`config.mk`:
```
export PLATFORM = sky130hd
export DESIGN_NAME = graphic_eq_gain_mixer
export DESIGN_NICKNAME = d
export VERILOG_FILES = /design/src/rtl/graphic_eq_gain_mixer.sv
export SDC_FILE = /design/constraint.sdc
export NUM_CORES = 1
export LEC_CHECK = 0
export ABC_AREA = 0
export ABC_CLOCK_PERIOD_IN_PS = 19340
export BUFFER_PORTS_ARGS = -buffer_cell sky130_fd_sc_hd__buf_2
export CAP_MARGIN = 40
export CORE_AREA = 8 8 263 265
export DETAILED_ROUTE_END_ITERATION = 10
export DIE_AREA = 0 0 271 273
export SLEW_MARGIN = 20
export SYNTH_ARGS = -nofsm -noshare
export SYNTH_HDL_FRONTEND = slang
export SYNTH_SLANG_ARGS = --single-unit
```
`constraint.sdc`:
```
create_clock -name CLOCK_50 -period 19.34 [get_ports CLOCK_50]
set_input_delay 3.868 -clock CLOCK_50 [delete_from_list [all_inputs] [get_ports CLOCK_50]]
set_output_delay 3.868 -clock CLOCK_50 [all_outputs]
set_load 0.01 [all_outputs]
```
`src/rtl/graphic_eq_gain_mixer.sv`:
```
// graphic_eq_gain_mixer
// Per-band gain stage for the graphic equaliser. Band levels are captured on a
// rising edge of 'set', ramped one LSB per frame toward the captured target, and
// each channel's bands are gain-weighted and summed with saturation through a
// single time-shared multiply-accumulate.
module graphic_eq_gain_mixer #(
    parameter int NUM_CH    = 2,
    parameter int NUM_BANDS = 4,
    parameter int DATA_W    = 32,
    parameter int LVL_W     = 5
) (
    input  logic                                CLOCK_50,
    input  logic                                reset,
    input  logic                                set,
    input  logic [NUM_BANDS*LVL_W-1:0]          band_level,
    input  logic                                in_valid,
    output logic                                in_ready,
    input  logic [NUM_CH*NUM_BANDS*DATA_W-1:0]  band_in,
    output logic                                out_valid,
    output logic [NUM_CH*DATA_W-1:0]            out_data
);

    localparam int NUM_SMP = NUM_CH * NUM_BANDS;
    localparam int IDX_W   = $clog2(NUM_SMP);
    localparam int BAND_W  = $clog2(NUM_BANDS);
    localparam int CH_W    = (NUM_CH > 1) ? $clog2(NUM_CH) : 1;
    localparam int PROD_W  = DATA_W + LVL_W + 1;
    localparam int ACC_W   = DATA_W + LVL_W + $clog2(NUM_BANDS) + 1;
    localparam int SHIFT   = LVL_W - 1;

    localparam logic [BAND_W-1:0]       BAND_LAST = BAND_W'(NUM_BANDS - 1);
    localparam logic [CH_W-1:0]         CH_LAST   = CH_W'(NUM_CH - 1);
    localparam logic signed [LVL_W-1:0] LVL_ONE   = LVL_W'(1);
    localparam logic signed [ACC_W-1:0] ACC_MAX   = {{(ACC_W-DATA_W+1){1'b0}}, {(DATA_W-1){1'b1}}};
    localparam logic signed [ACC_W-1:0] ACC_MIN   = {{(ACC_W-DATA_W+1){1'b1}}, {(DATA_W-1){1'b0}}};

    typedef enum logic [1:0] {
        ST_IDLE = 2'd0,
        ST_RAMP = 2'd1,
        ST_MAC  = 2'd2,
        ST_DONE = 2'd3
    } state_t;

    // Level L maps to gain 2^(LVL_W-1)+L; adding the offset is an MSB flip.
    function automatic logic [LVL_W-1:0] level_to_gain(input logic signed [LVL_W-1:0] level);
        level_to_gain = {~level[LVL_W-1], level[LVL_W-2:0]};
    endfunction

    // One LSB toward the target, never past it.
    function automatic logic signed [LVL_W-1:0] ramp_step(input logic signed [LVL_W-1:0] cur,
                                                          input logic signed [LVL_W-1:0] tgt);
        if (cur < tgt) begin
            ramp_step = cur + LVL_ONE;
        end else if (cur > tgt) begin
            ramp_step = cur - LVL_ONE;
        end else begin
            ramp_step = cur;
        end
    endfunction

    // Remove the gain scaling and clamp to the sample range.
    function automatic logic signed [DATA_W-1:0] saturate(input logic signed [ACC_W-1:0] acc);
        logic signed [ACC_W-1:0] shifted;
        shifted = acc >>> SHIFT;
        if (shifted > ACC_MAX) begin
            saturate = ACC_MAX[DATA_W-1:0];
        end else if (shifted < ACC_MIN) begin
            saturate = ACC_MIN[DATA_W-1:0];
        end else begin
            saturate = shifted[DATA_W-1:0];
        end
    endfunction

    state_t                    state_r;
    state_t                    next_state_s;
    logic                      set_r;
    logic                      set_d_r;
    logic signed [LVL_W-1:0]   target_r  [NUM_BANDS];
    logic signed [LVL_W-1:0]   current_r [NUM_BANDS];
    logic signed [LVL_W-1:0]   snap_r    [NUM_BANDS];
    logic signed [DATA_W-1:0]  smp_r     [NUM_SMP];
    logic signed [DATA_W-1:0]  res_r     [NUM_CH];
    logic [BAND_W-1:0]         band_idx_r;
    logic [CH_W-1:0]           ch_idx_r;
    logic signed [ACC_W-1:0]   acc_r;
    logic                      in_ready_r;
    logic                      out_valid_r;
    logic [NUM_CH*DATA_W-1:0]  out_data_r;

    logic [IDX_W-1:0]          smp_idx_s;
    logic signed [DATA_W-1:0]  mac_smp_s;
    logic signed [LVL_W:0]     mac_gain_s;
    logic signed [PROD_W-1:0]  prod_s;
    logic signed [ACC_W-1:0]   acc_base_s;
    logic signed [ACC_W-1:0]   acc_next_s;
    logic                      mac_last_s;

    // Next-state logic for the frame sequencer.
    always_comb begin
        next_state_s = state_r;
        case (state_r)
            ST_IDLE: begin
                if (in_valid) begin
                    next_state_s = ST_RAMP;
                end else begin
                    next_state_s = ST_IDLE;
                end
            end
            ST_RAMP: next_state_s = ST_MAC;
            ST_MAC: begin
                if (mac_last_s) begin
                    next_state_s = ST_DONE;
                end else begin
                    next_state_s = ST_MAC;
                end
            end
            ST_DONE: next_state_s = ST_IDLE;
            default: next_state_s = ST_IDLE;
        endcase
    end

    // State register; reset aborts any frame in flight.
    always_ff @(posedge CLOCK_50) begin
        if (!reset) begin
            state_r <= ST_IDLE;
        end else begin
            state_r <= next_state_s;
        end
    end

    // Edge-detect the set request and capture target levels, in any state.
    always_ff @(posedge CLOCK_50) begin
        if (!reset) begin
            set_r   <= 1'b0;
            set_d_r <= 1'b0;
            for (int b = 0; b < NUM_BANDS; b++) begin
                target_r[b] <= '0;
            end
        end else begin
            set_r   <= set;
            set_d_r <= set_r;
            if (set_r && !set_d_r) begin
                for (int b = 0; b < NUM_BANDS; b++) begin
                    target_r[b] <= band_level[b*LVL_W +: LVL_W];
                end
            end
        end
    end

    // Step current levels once per frame; the new values apply to the next frame.
    always_ff @(posedge CLOCK_50) begin
        if (!reset) begin
            for (int b = 0; b < NUM_BANDS; b++) begin
                current_r[b] <= '0;
            end
        end else if (state_r == ST_RAMP) begin
            for (int b = 0; b < NUM_BANDS; b++) begin
                current_r[b] <= ramp_step(current_r[b], target_r[b]);
            end
        end
    end

    // Select the operand pair for the current MAC step and form the next accumulator.
    always_comb begin
        smp_idx_s  = IDX_W'(ch_idx_r) * IDX_W'(NUM_BANDS) + IDX_W'(band_idx_r);
        mac_smp_s  = smp_r[smp_idx_s];
        mac_gain_s = $signed({1'b0, level_to_gain(snap_r[band_idx_r])});
        prod_s     = PROD_W'(mac_smp_s) * PROD_W'(mac_gain_s);
        acc_base_s = (band_idx_r == '0) ? '0 : acc_r;
        acc_next_s = acc_base_s + ACC_W'(prod_s);
        mac_last_s = (band_idx_r == BAND_LAST) && (ch_idx_r == CH_LAST);
    end

    // Frame capture, gain snapshot and the time-shared accumulate.
    always_ff @(posedge CLOCK_50) begin
        if (!reset) begin
            for (int i = 0; i < NUM_SMP; i++) begin
                smp_r[i] <= '0;
            end
            for (int b = 0; b < NUM_BANDS; b++) begin
                snap_r[b] <= '0;
            end
            for (int c = 0; c < NUM_CH; c++) begin
                res_r[c] <= '0;
            end
            band_idx_r <= '0;
            ch_idx_r   <= '0;
            acc_r      <= '0;
        end else begin
            case (state_r)
                ST_IDLE: begin
                    if (in_valid) begin
                        for (int i = 0; i < NUM_SMP; i++) begin
                            smp_r[i] <= band_in[i*DATA_W +: DATA_W];
                        end
                        for (int b = 0; b < NUM_BANDS; b++) begin
                            snap_r[b] <= current_r[b];
                        end
                        band_idx_r <= '0;
                        ch_idx_r   <= '0;
                    end
                end
                ST_MAC: begin
                    acc_r <= acc_next_s;
                    if (band_idx_r == BAND_LAST) begin
                        res_r[ch_idx_r] <= saturate(acc_next_s);
                        band_idx_r      <= '0;
                        ch_idx_r        <= ch_idx_r + CH_W'(1);
                    end else begin
                        band_idx_r <= band_idx_r + BAND_W'(1);
                    end
                end
                default: begin
                end
            endcase
        end
    end

    // Registered handshake and result outputs.
    always_ff @(posedge CLOCK_50) begin
        if (!reset) begin
            in_ready_r  <= 1'b1;
            out_valid_r <= 1'b0;
            out_data_r  <= '0;
        end else begin
            in_ready_r  <= (next_state_s == ST_IDLE);
            out_valid_r <= (state_r == ST_DONE);
            if (state_r == ST_DONE) begin
                for (int c = 0; c < NUM_CH; c++) begin
                    out_data_r[c*DATA_W +: DATA_W] <= res_r[c];
                end
            end
        end
    end

    assign in_ready  = in_ready_r;
    assign out_valid = out_valid_r;
    assign out_data  = out_data_r;

endmodule

```
# After elaboration in Yosys (flattened, before gate mapping)
# Memory sizes are Yosys's and may differ from the RTL's. A register that Yosys moved wholly into a read port is not among the register bits.
# Cells that the tools add are included.
# Widths: inputs -> output; s select.
dict set report classes {
  mul 1
  muxes 71
  n_eq_ne 6
  n_reduce_logical 12
  addsub 12
  n_lt_le_gt_ge 10
  bitwise 21
}
# op n
set op_table {}
lappend op_table {{$mux 32} 14}
lappend op_table {{$mux 5} 28}
lappend op_table {{$add 40x38->40} 1}
lappend op_table {{$mux 40} 1}
lappend op_table {{$mul 32x6->38} 1}
lappend op_table {{$gt 36x32->1 const B} 1}
lappend op_table {{$lt 36x32->1 const B} 1}
lappend op_table {{$reduce_or 32->1} 1}
lappend op_table {{$mux 1} 21}
lappend op_table {{$add 5x2->5 const B} 4}
lappend op_table {{$gt 5x5->1} 4}
lappend op_table {{$lt 5x5->1} 4}
lappend op_table {{$or 1x1->1} 20}
lappend op_table {{$sub 5x2->5 const B} 4}
lappend op_table {{$mux 2} 4}
lappend op_table {{$pmux 2 s4} 1}
lappend op_table {{$eq 2x2->1 const B} 3}
lappend op_table {{$logic_not 2->1} 3}
lappend op_table {{$ne 2x2->1 const B} 2}
lappend op_table {{$pmux 2 s2} 1}
lappend op_table {{$add 3x2->3} 1}
lappend op_table {{$logic_not 1->1} 3}
lappend op_table {{$reduce_and 3->1} 1}
lappend op_table {{$add 2x1->2 const B} 1}
lappend op_table {{7 further kinds} 8}
dict set report word_totals {
  wordCells 146
  out_inout_bits 66
  inputBits 280
  ramBits 380
  memories 5
  regBits 49
}
# name depth word_bits rd rd_ports_with_merged_regs write_ports line_no
set mem_list {}
lappend mem_list {smp_r 8 32 1 0 8 81} ;# logic signed [DATA_W-1:0] smp_r [NUM_SMP];
lappend mem_list {res_r 2 32 2 2 2 82} ;# logic signed [DATA_W-1:0] res_r [NUM_CH];
lappend mem_list {current_r 4 5 4 0 4 79} ;# logic signed [LVL_W-1:0] current_r [NUM_BANDS];
lappend mem_list {snap_r 4 5 1 1 4 80} ;# logic signed [LVL_W-1:0] snap_r [NUM_BANDS];
lappend mem_list {target_r 4 5 4 0 4 78} ;# logic signed [LVL_W-1:0] target_r [NUM_BANDS];

# Longest topological paths before layout
# Gate-level depths: netlist of the first run.
# An unclocked memory read counts as a cell.
dict set report logic_depth {
  depth_word 11
  depth_mapped 26
  ltp_nobuf 22
}

# Worst setup path after synthesis of the first run
# Ideal clock, no wire load.
dict set report synth_path {
  kind {input to register}
  start {in reset}
  end {mem smp_r[0][0] (enable)}
  slack_ns 8.126
  setup_ns 2.081
  n_path_buf 3
  t_arrival_ns 9.133
  required_ns 17.259
  path_stages 4
  path_cell_list {clkbuf_1 -> clkbuf_1 -> clkbuf_1 -> nand2_1}
}
# element line_no
set synth_lines {}
lappend synth_lines {{from (decl)} 13} ;# input logic reset,
lappend synth_lines {{to (decl)} 81}

==> results.md, run 1 <==
- Main synth FF type: edfxtp_1
- Post-CTS Hold Fix Bufs: 0
- Clock Pin Slew Worst Setup and Hold Paths: around 0.060 ns
- WL/cell: 19.8 um
- Fin. Hold Viols: 0
- Run status: complete, no violations
- Slew Limit Fails: 0
- Vias per cell: about 5
- Initial drt markers: between 1000 and 1500
- Max Clock Freq: 0.115 GHz
- GRT overflow: 0
- Post-synth cell types: 73
- Multi-input gate area: 13900 um2
- Critical path capture point type: register
- Max FO, Critical Path: 38
- VDD IR max: 0.0636 mV
- Pre-antenna DRT Iters: 7
- Final Worst Setup Slack: 10.63 ns
- Worst relative slew slack: 0.205
- Mapped Nets: just under 3000
- Grt met3 use: 0.0402
- Top Ports: 346
- Pre-CTS WS: roughly 10 ns
- Min Tclk post-route: 8.71 ns
- Mean post-synth cell area: around 12 um2
- Root buffer cell: clkbuf_16
- Resized Gates After CTS: 0
- Post-DP HPWL: 55000 um
- Final period util: 0.450
- Vias in the first global route: between 20000 and 25000
- Initial antenna violation count: 1
- Post-synth EDFFs: 380
- Number of synthesized register bits: 495
- H-tree depth: 2
- DR DRC count: 0
- Final ANT Viol Nets: 0
- Met2 Usage GRT: 0.309
- GRT Overall Usage: 0.190
- Sequential cell area: 13700 um2
- Layout area overhead: 14.9%
- Layout cells sized above 1: 0.204
- Synth Cell Area: 29000 um2
- RSZ-0062 raised after global routing: no
- Largest net degree at the start of global routing: 213
- Worst-margin pin slew: 1.19 ns
- Clk sinks: 495
- Sequential fraction of the synthesis area: 0.473
- Clock Skew: between 0.04 and 0.05 ns
- Final Core Density: 0.512
- Num CTS Buffers: 53
- Maximum Capacitance Violations: 0
- Grt met1 use: 0.261
- Post-CTS Setup Repair Bufs: 0
- Leakage power: roughly 14 nW
- Final setup TNS: 0 ns
- PD cells: 94.2 nW/um2
- Top-count cell post-synth: edfxtp_1
- Setup Crit Path Kind: register to register
- Die ar.: 74000 um2
- First-pass GRT wire length: 112000 um
- PortBufs: approximately 350
- Core Area: 65000 um2
- HP Class: register to register
- Horiz. Die Dim: 271 um
- DIE HEIGHT: 273 um
- Post-synth top cells: 380 x edfxtp_1, 307 x and2_1, 241 x nor2_1
- Worst-skew pair later-pin latency: approximately 0.63 ns
- Worst EP required: 19.64 ns
- CP arrival: 9.01 ns
- Routed WL: ~72000 um
- Yosys top cell by area: edfxtp_1
- Nets: between 3000 and 4000
- Ys async rst share: 0
- Filler cells: 5706
- Endpoints failing setup: 0
- Rows: 94
- Ys Warns: 0
- CP startpoint kind: register
- Placer Congestion: 0.866
- Synth area leaders: edfxtp_1 39%, fa_1 9.5%, dfxtp_1 7.9%, and2_1 6.6%, ha_1 5.2%
- Via count: 18637
- Post-synth top area share: 0.394
- Initial Util: 0.445
- Clk buf depth: 3
- Mapped Cells: 2439
- Grt peak-use layer: met2
- CTS tree: done
==> cell families (layout without fill, tap and decap cells) <==
kind of cell | after synthesis | after routing | synth area share
other cells | 0 | 1 | 0
xor+xnor | 77 | 77 | 0.0233
mux | 208 | 208 | 0.100
simple gates | 816 | 816 | 0.151
fa+ha+maj | 258 | 258 | 0.147
buf+inv | 340 | 664 | 0.0479
compound gates | 245 | 245 | 0.0569
flops | 495 | 495 | 0.473
==> power breakdown <==
| part | switching [mW] | internal, mW | total [mW] | leakage (nW) |
|---|---|---|---|---|
| Combinational | 0.531 | 0.322 | 0.852 | 7.99 |
| Clock | 0.432 | 0.587 | 1.02 | 0.849 |
| Sequential | 0.0318 | 1.23 | 1.26 | 4.99 |
==> stage by stage <==
| step | std cells | power [mW] | hold WS (ns) | area (um2) |
|---|---|---|---|---|
| 3_5_place_dp | 3525 | 2.13 | 0.449 | 31400 |
| 3_3_place_gp | 3521 | 2.12 | 0.445 | 31300 |
| 6_report | 3628 | 3.14 | 0.460 | 33300 |
| 5_1_grt | 3627 | 3.31 | 0.482 | 33300 |
| 2_1_floorplan | 2439 | 1.92 | 0.435 | 29000 |
| 4_1_cts | 3623 | 3.16 | 0.464 | 33200 |
==> cell type report <==
class / count / share of cell area
Multi-Input combinational cell: 1604 / 0.418
Sequential cell: 495 / 0.412
Timing Repair Buffer: 370 / 0.0625
Clock buffer: 72 / 0.0439
Tap cell: 864 / 0.0325
Inverter: 196 / 0.0221
Clock inverter: 26 / 0.00857
Antenna cell: 1 / 0.0000752
==> flip-flops by register name, indices dropped and copies added, names as in the netlist, 2 cells and up, named ones only <==
| name | count |
|---|---|
| snap_r | 20 |
| target_r | 20 |
| band_idx_r | 2 |
| res_r | 64 |
| out_data | 64 |
| current_r | 20 |
| state_r | 2 |
| acc_r | 40 |
| smp_r | 256 |
==> worst max-delay path, cell delays in order (launching register included) <==
cell	delay (ns)
dfxtp_4	0.82
buf_4	0.64
mux4_2	0.57
mux2i_1	0.58
nor2_1	0.13
fa_1	0.57
fa_1	0.45
fa_1	0.55
inv_1	0.06
fa_1	0.53
inv_1	0.04
ha_1	0.44
o211ai_1	0.16
o21ai_2	0.35
o211ai_1	0.19
a2111oi_4	0.51
o2111ai_1	0.26
o311ai_4	0.18
o2111ai_4	0.52
nand2_2	0.63
a21oi_1	0.16
==> layout by cell type (no fill, tap or decap), drive strengths merged, types with 6 or more instances in the layout <==
master,n
dfxtp,115
and2,307
o211ai,6
mux2,6
xor2,38
inv,200
or3,6
o22ai,30
nor2,241
a21boi,6
nand2b,35
nor2b,118
ha,120
clkbuf,72
and3,7
xnor2,39
o21ai,41
nor3,6
o21a,16
a21oi,80
mux4,65
edfxtp,380
a21o,22
nand2,57
clkinv,16
nand3,16
mux2i,137
nand4,12
buf,370
fa,138
a31oi,8
==> routing by layer <==
layer / share of wire / vias to the layer above
li1: - / 8894
met2: 0.46 / 540
met5: 0 / -
met4: 0.019 / 0
met1: 0.46 / 9114
met3: 0.065 / 89
==> worst paths after layout <==
| check | startpoint | end | slack, ns | cells after the start |
|---|---|---|---|---|
| max | band_idx_r[0] | res_r[1][20] | 10.63 | 20 |
| min | set_r | set_d_r | 0.46 | 1 |
| max reg2reg | band_idx_r[0] | res_r[1][20] | 10.63 | 20 |
| min reg2reg | set_r | set_d_r | 0.46 | 1 |
Power figures use the tool's default switching activity.
==> run 2, diff against run 1 <==
--- a/config.mk
+++ b/config.mk
@@ -5,13 +5,14 @@
 export SDC_FILE = /design/constraint.sdc
 export NUM_CORES = 1
 export LEC_CHECK = 0
-export ABC_AREA = 0
-export ABC_CLOCK_PERIOD_IN_PS = 19340
+export ABC_AREA = 1
+export ABC_CLOCK_PERIOD_IN_PS = 7710
 export BUFFER_PORTS_ARGS = -buffer_cell sky130_fd_sc_hd__buf_2
 export CAP_MARGIN = 40
 export CORE_AREA = 8 8 263 265
 export DETAILED_ROUTE_END_ITERATION = 10
 export DIE_AREA = 0 0 271 273
+export PLACE_DENSITY = 0.66
 export SLEW_MARGIN = 20
 export SYNTH_ARGS = -nofsm -noshare
 export SYNTH_HDL_FRONTEND = slang
==> constraint.sdc (replaced) <==
create_clock -name CLOCK_50 -period 7.71 [get_ports CLOCK_50]
set_input_delay 1.542 -clock CLOCK_50 [delete_from_list [all_inputs] [get_ports CLOCK_50]]
set_output_delay 1.542 -clock CLOCK_50 [all_outputs]
set_load 0.01 [all_outputs]
==> results.md, run 2 <==
- Run status: complete, no violations
- PD cells: 315 nW/um2 (+230%)
- Post-synth EDFFs: 380 (unchanged)
- Initial drt markers: 1707 (+42%)
- Via count: 22003 (+18%)
- Clock Pin Slew Worst Setup and Hold Paths: 0.06 ns (about the same)
- Placer Congestion: 0.912 (+5.2%)
- Synth area leaders: edfxtp_1 39%, nor2_1 10%, fa_1 9.5%, dfxtp_1 8.0%, inv_1 7.9%
- Layout cells sized above 1: 0.145 (-0.0595)
- Worst-skew pair later-pin latency: 0.61 ns (-0.02 ns)
- Top-count cell post-synth: nor2_1
- Post-CTS Hold Fix Bufs: 0 (unchanged)
- Worst-case reg-to-reg path depth: 23 (+15%)
- Min Tclk post-route: 7.10 ns (-1.61 ns)
- Worst relative slew slack: 0.374 (+0.169)
- Final Worst Setup Slack: 0.614 ns (-10.02 ns)
- Vias in the first global route: 21941 (+9.6%)
- DIE HEIGHT: 273 um (unchanged)
- Sequential fraction of the synthesis area: 0.474 (about the same)
- Pre-CTS WS: 0.647 ns (-9.83 ns)
- Routed WL: 75200 um (+4.4%)
- GRT Overall Usage: 0.196 (+0.00619)
- Initial Util: 0.445 (about the same)
- Filler cells: 6115 (+7.2%)
- Post-CTS Setup Repair Bufs: 0 (unchanged)
- Core Area: 65000 um2 (unchanged)
- Mean post-synth cell area: 8.78 um2 (-26%)
- Post-synth top cells: 790 x nor2_1, 606 x inv_1, 380 x edfxtp_1
- Initial antenna violation count: 1 (unchanged)
- Fin. Hold Viols: 0 (unchanged)
- Clk sinks: 495 (unchanged)
- Max Clock Freq: 0.141 GHz (+23%)
- Top Ports: 346 (unchanged)
- Mapped Cells: 3294 (+35%)
- Number of synthesized register bits: 495 (unchanged)
- Clk buf depth: 3 (unchanged)
- Most common cell after layout, fill and taps aside: nor2_1
- Leakage power: 16.6 nW (+20%)
- Ys Warns: 0 (unchanged)
- Most flops, register: smp_r
- Post-synth top area share: 0.394 (about the same)
- Post-DP HPWL: 55700 um (+1.1%)
- GRT overflow: 0 (unchanged)
- Worst-margin pin slew: 0.939 ns (-0.253 ns)
- Main synth FF type: edfxtp_1
- Largest net degree at the start of global routing: 190 (-11%)
- Num CTS Buffers: 54 (+1.9%)
- First-pass GRT wire length: 118000 um (+5.3%)
- Horiz. Die Dim: 271 um (unchanged)
- Slew Limit Fails: 0 (unchanged)
- Number of flip-flops in the largest register: 256 (unchanged)
- Critical path capture point type: register
- CP arrival: 7.40 ns (-1.61 ns)
- Layout area overhead: 15.3%
- Nets: 4127 (+27%)
- Pre-antenna DRT Iters: 5 (-2)
- Maximum Capacitance Violations: 0 (unchanged)
- Hold_ws: 0.450 ns (-0.0103 ns)
- Endpoints failing setup: 0 (unchanged)
- CTS tree: done
- Rows: 94 (unchanged)
- Most frequent cells in the layout: 790 x nor2_1, 604 x inv_1, 380 x edfxtp_1
- Post-route cell area: 33400 um2 (+0.26%)
- Final period util: 0.920 (+0.470)
- Post-synth cell types: 47 (-36%)
- Yosys top cell by area: edfxtp_1
- PortBufs: 345 (unchanged)
- Setup Crit Path Kind: register to register
- Worst EP required: 8.02 ns (-11.62 ns)
- Root buffer cell: clkbuf_16
- Mapped Nets: 3832 (+29%)
- Final setup TNS: 0 ns (unchanged)
- CP startpoint kind: register
- Final ANT Viol Nets: 0 (unchanged)
- Die ar.: 74000 um2 (unchanged)
- Cell Area, Placed: 31500 um2 (+0.32%)
- Ys async rst share: 0 (unchanged)
- Clock Skew: 0.0329 ns (-0.0104 ns)
- H-tree depth: 2 (unchanged)
- Sequential cell area: 13700 um2 (unchanged)
- HP Class: register to register
- WL/cell: 16.7 um (-16%)
- Final Core Density: 0.513 (+0.00135)
- Multi-input gate area: 12300 um2 (-11%)
- Vias per cell: 4.90 (-4.7%)
- Synth Cell Area: 28900 um2 (about the same)
- Max FO, Critical Path: 62 (+63%)
- Hold Crit Depth: 2 (+1)
- VDD IR max: 0.361 mV (+470%)
- N_diodes: 0 (-1)
- Resized Gates After CTS: 0 (unchanged)
- RSZ-0062 raised after global routing: no
- DR DRC count: 0 (unchanged)
[run 2: cell count changes after synthesis, moves of 25 or more]
| cell | delta |
|---|---|
| a21oi_1 | +62 |
| and2_1 | -306 |
| buf_2 | -25 |
| clkbuf_1 | +45 |
| inv_1 | +410 |
| mux2i_1 | -136 |
| mux4_2 | -65 |
| nand2_1 | +287 |
| nand2b_1 | -35 |
| nor2_1 | +549 |
| nor2b_1 | -118 |
| o21ai_0 | +252 |
| o221ai_1 | +32 |
[run 2: logic make-up (layout without fill, tap and decap cells)]
kind of cell,Yosys count,after routing,synth area share
XOR/XNOR,43,43,0.0133
flip-flops,495,495,0.474
buffers and inverters,762,1098,0.101
adder cells (fa/ha/maj),258,258,0.147
multiplexers,1,1,0.000346
AO/OA/AOI/OAI,524,524,0.0993
AND/OR/NAND/NOR,1211,1211,0.165
[run 2: power by group]
part           switching, mW  internal (mW)  leakage [nW]
logic                   3.29           1.46          10.8
clock network           1.09           1.48         0.863
registers             0.0867           3.11          5.00
[run 2: layout make-up]
type,count,area share
Tap cell,864,0.0324
Multi-Input combinational cell,2037,0.369
Inverter,610,0.0687
Clock buffer,73,0.0460
Timing Repair Buffer,391,0.0655
Clock inverter,24,0.00709
Sequential cell,495,0.411
[run 2: per-stage QoR]
stage / power (mW) / instances
after floorplan: 6.79 / 3294
after global placement: 7.94 / 4386
after detailed placement: 7.97 / 4391
after CTS: 10.6 / 4488
after global routing: 11.3 / 4494
final: 10.5 / 4494
[run 2: metal layers]
layer | up-vias | GRT usage | wire length [um]
li1 | 11018 | - | -
met1 | 10235 | 0.281 | 35500
met2 | 656 | 0.308 | 33600
met3 | 92 | 0.0343 | 4530
met4 | 2 | 0.0502 | 1570
met5 | - | 0 | 13
[run 2: final timing paths]
check            from            to  slack, ns
max          register  res_r[1][13]       0.61
max reg2reg  register  res_r[1][13]       0.61
min             set_r       set_d_r       0.45
min reg2reg     set_r       set_d_r       0.45
[run 2: critical path: stages (launching register included)]
cell and delay (ns):
dfxtp_1 0.54, clkinv_1 0.32, nand2_1 0.13, a32oi_1 0.13, inv_1 0.57, buf_4 0.33, nor2_1 0.09, fa_1 0.58
fa_1 0.45, fa_1 0.61, inv_1 0.07, fa_1 0.53, inv_1 0.05, ha_1 0.36, a21oi_1 0.31, nor2_1 0.08
nor2_1 0.24, nand2_1 0.13, a21oi_1 0.21, nand3_2 0.10, nand2_2 0.09, nand4_1 0.17, nand2_4 0.51, a21oi_1 0.17
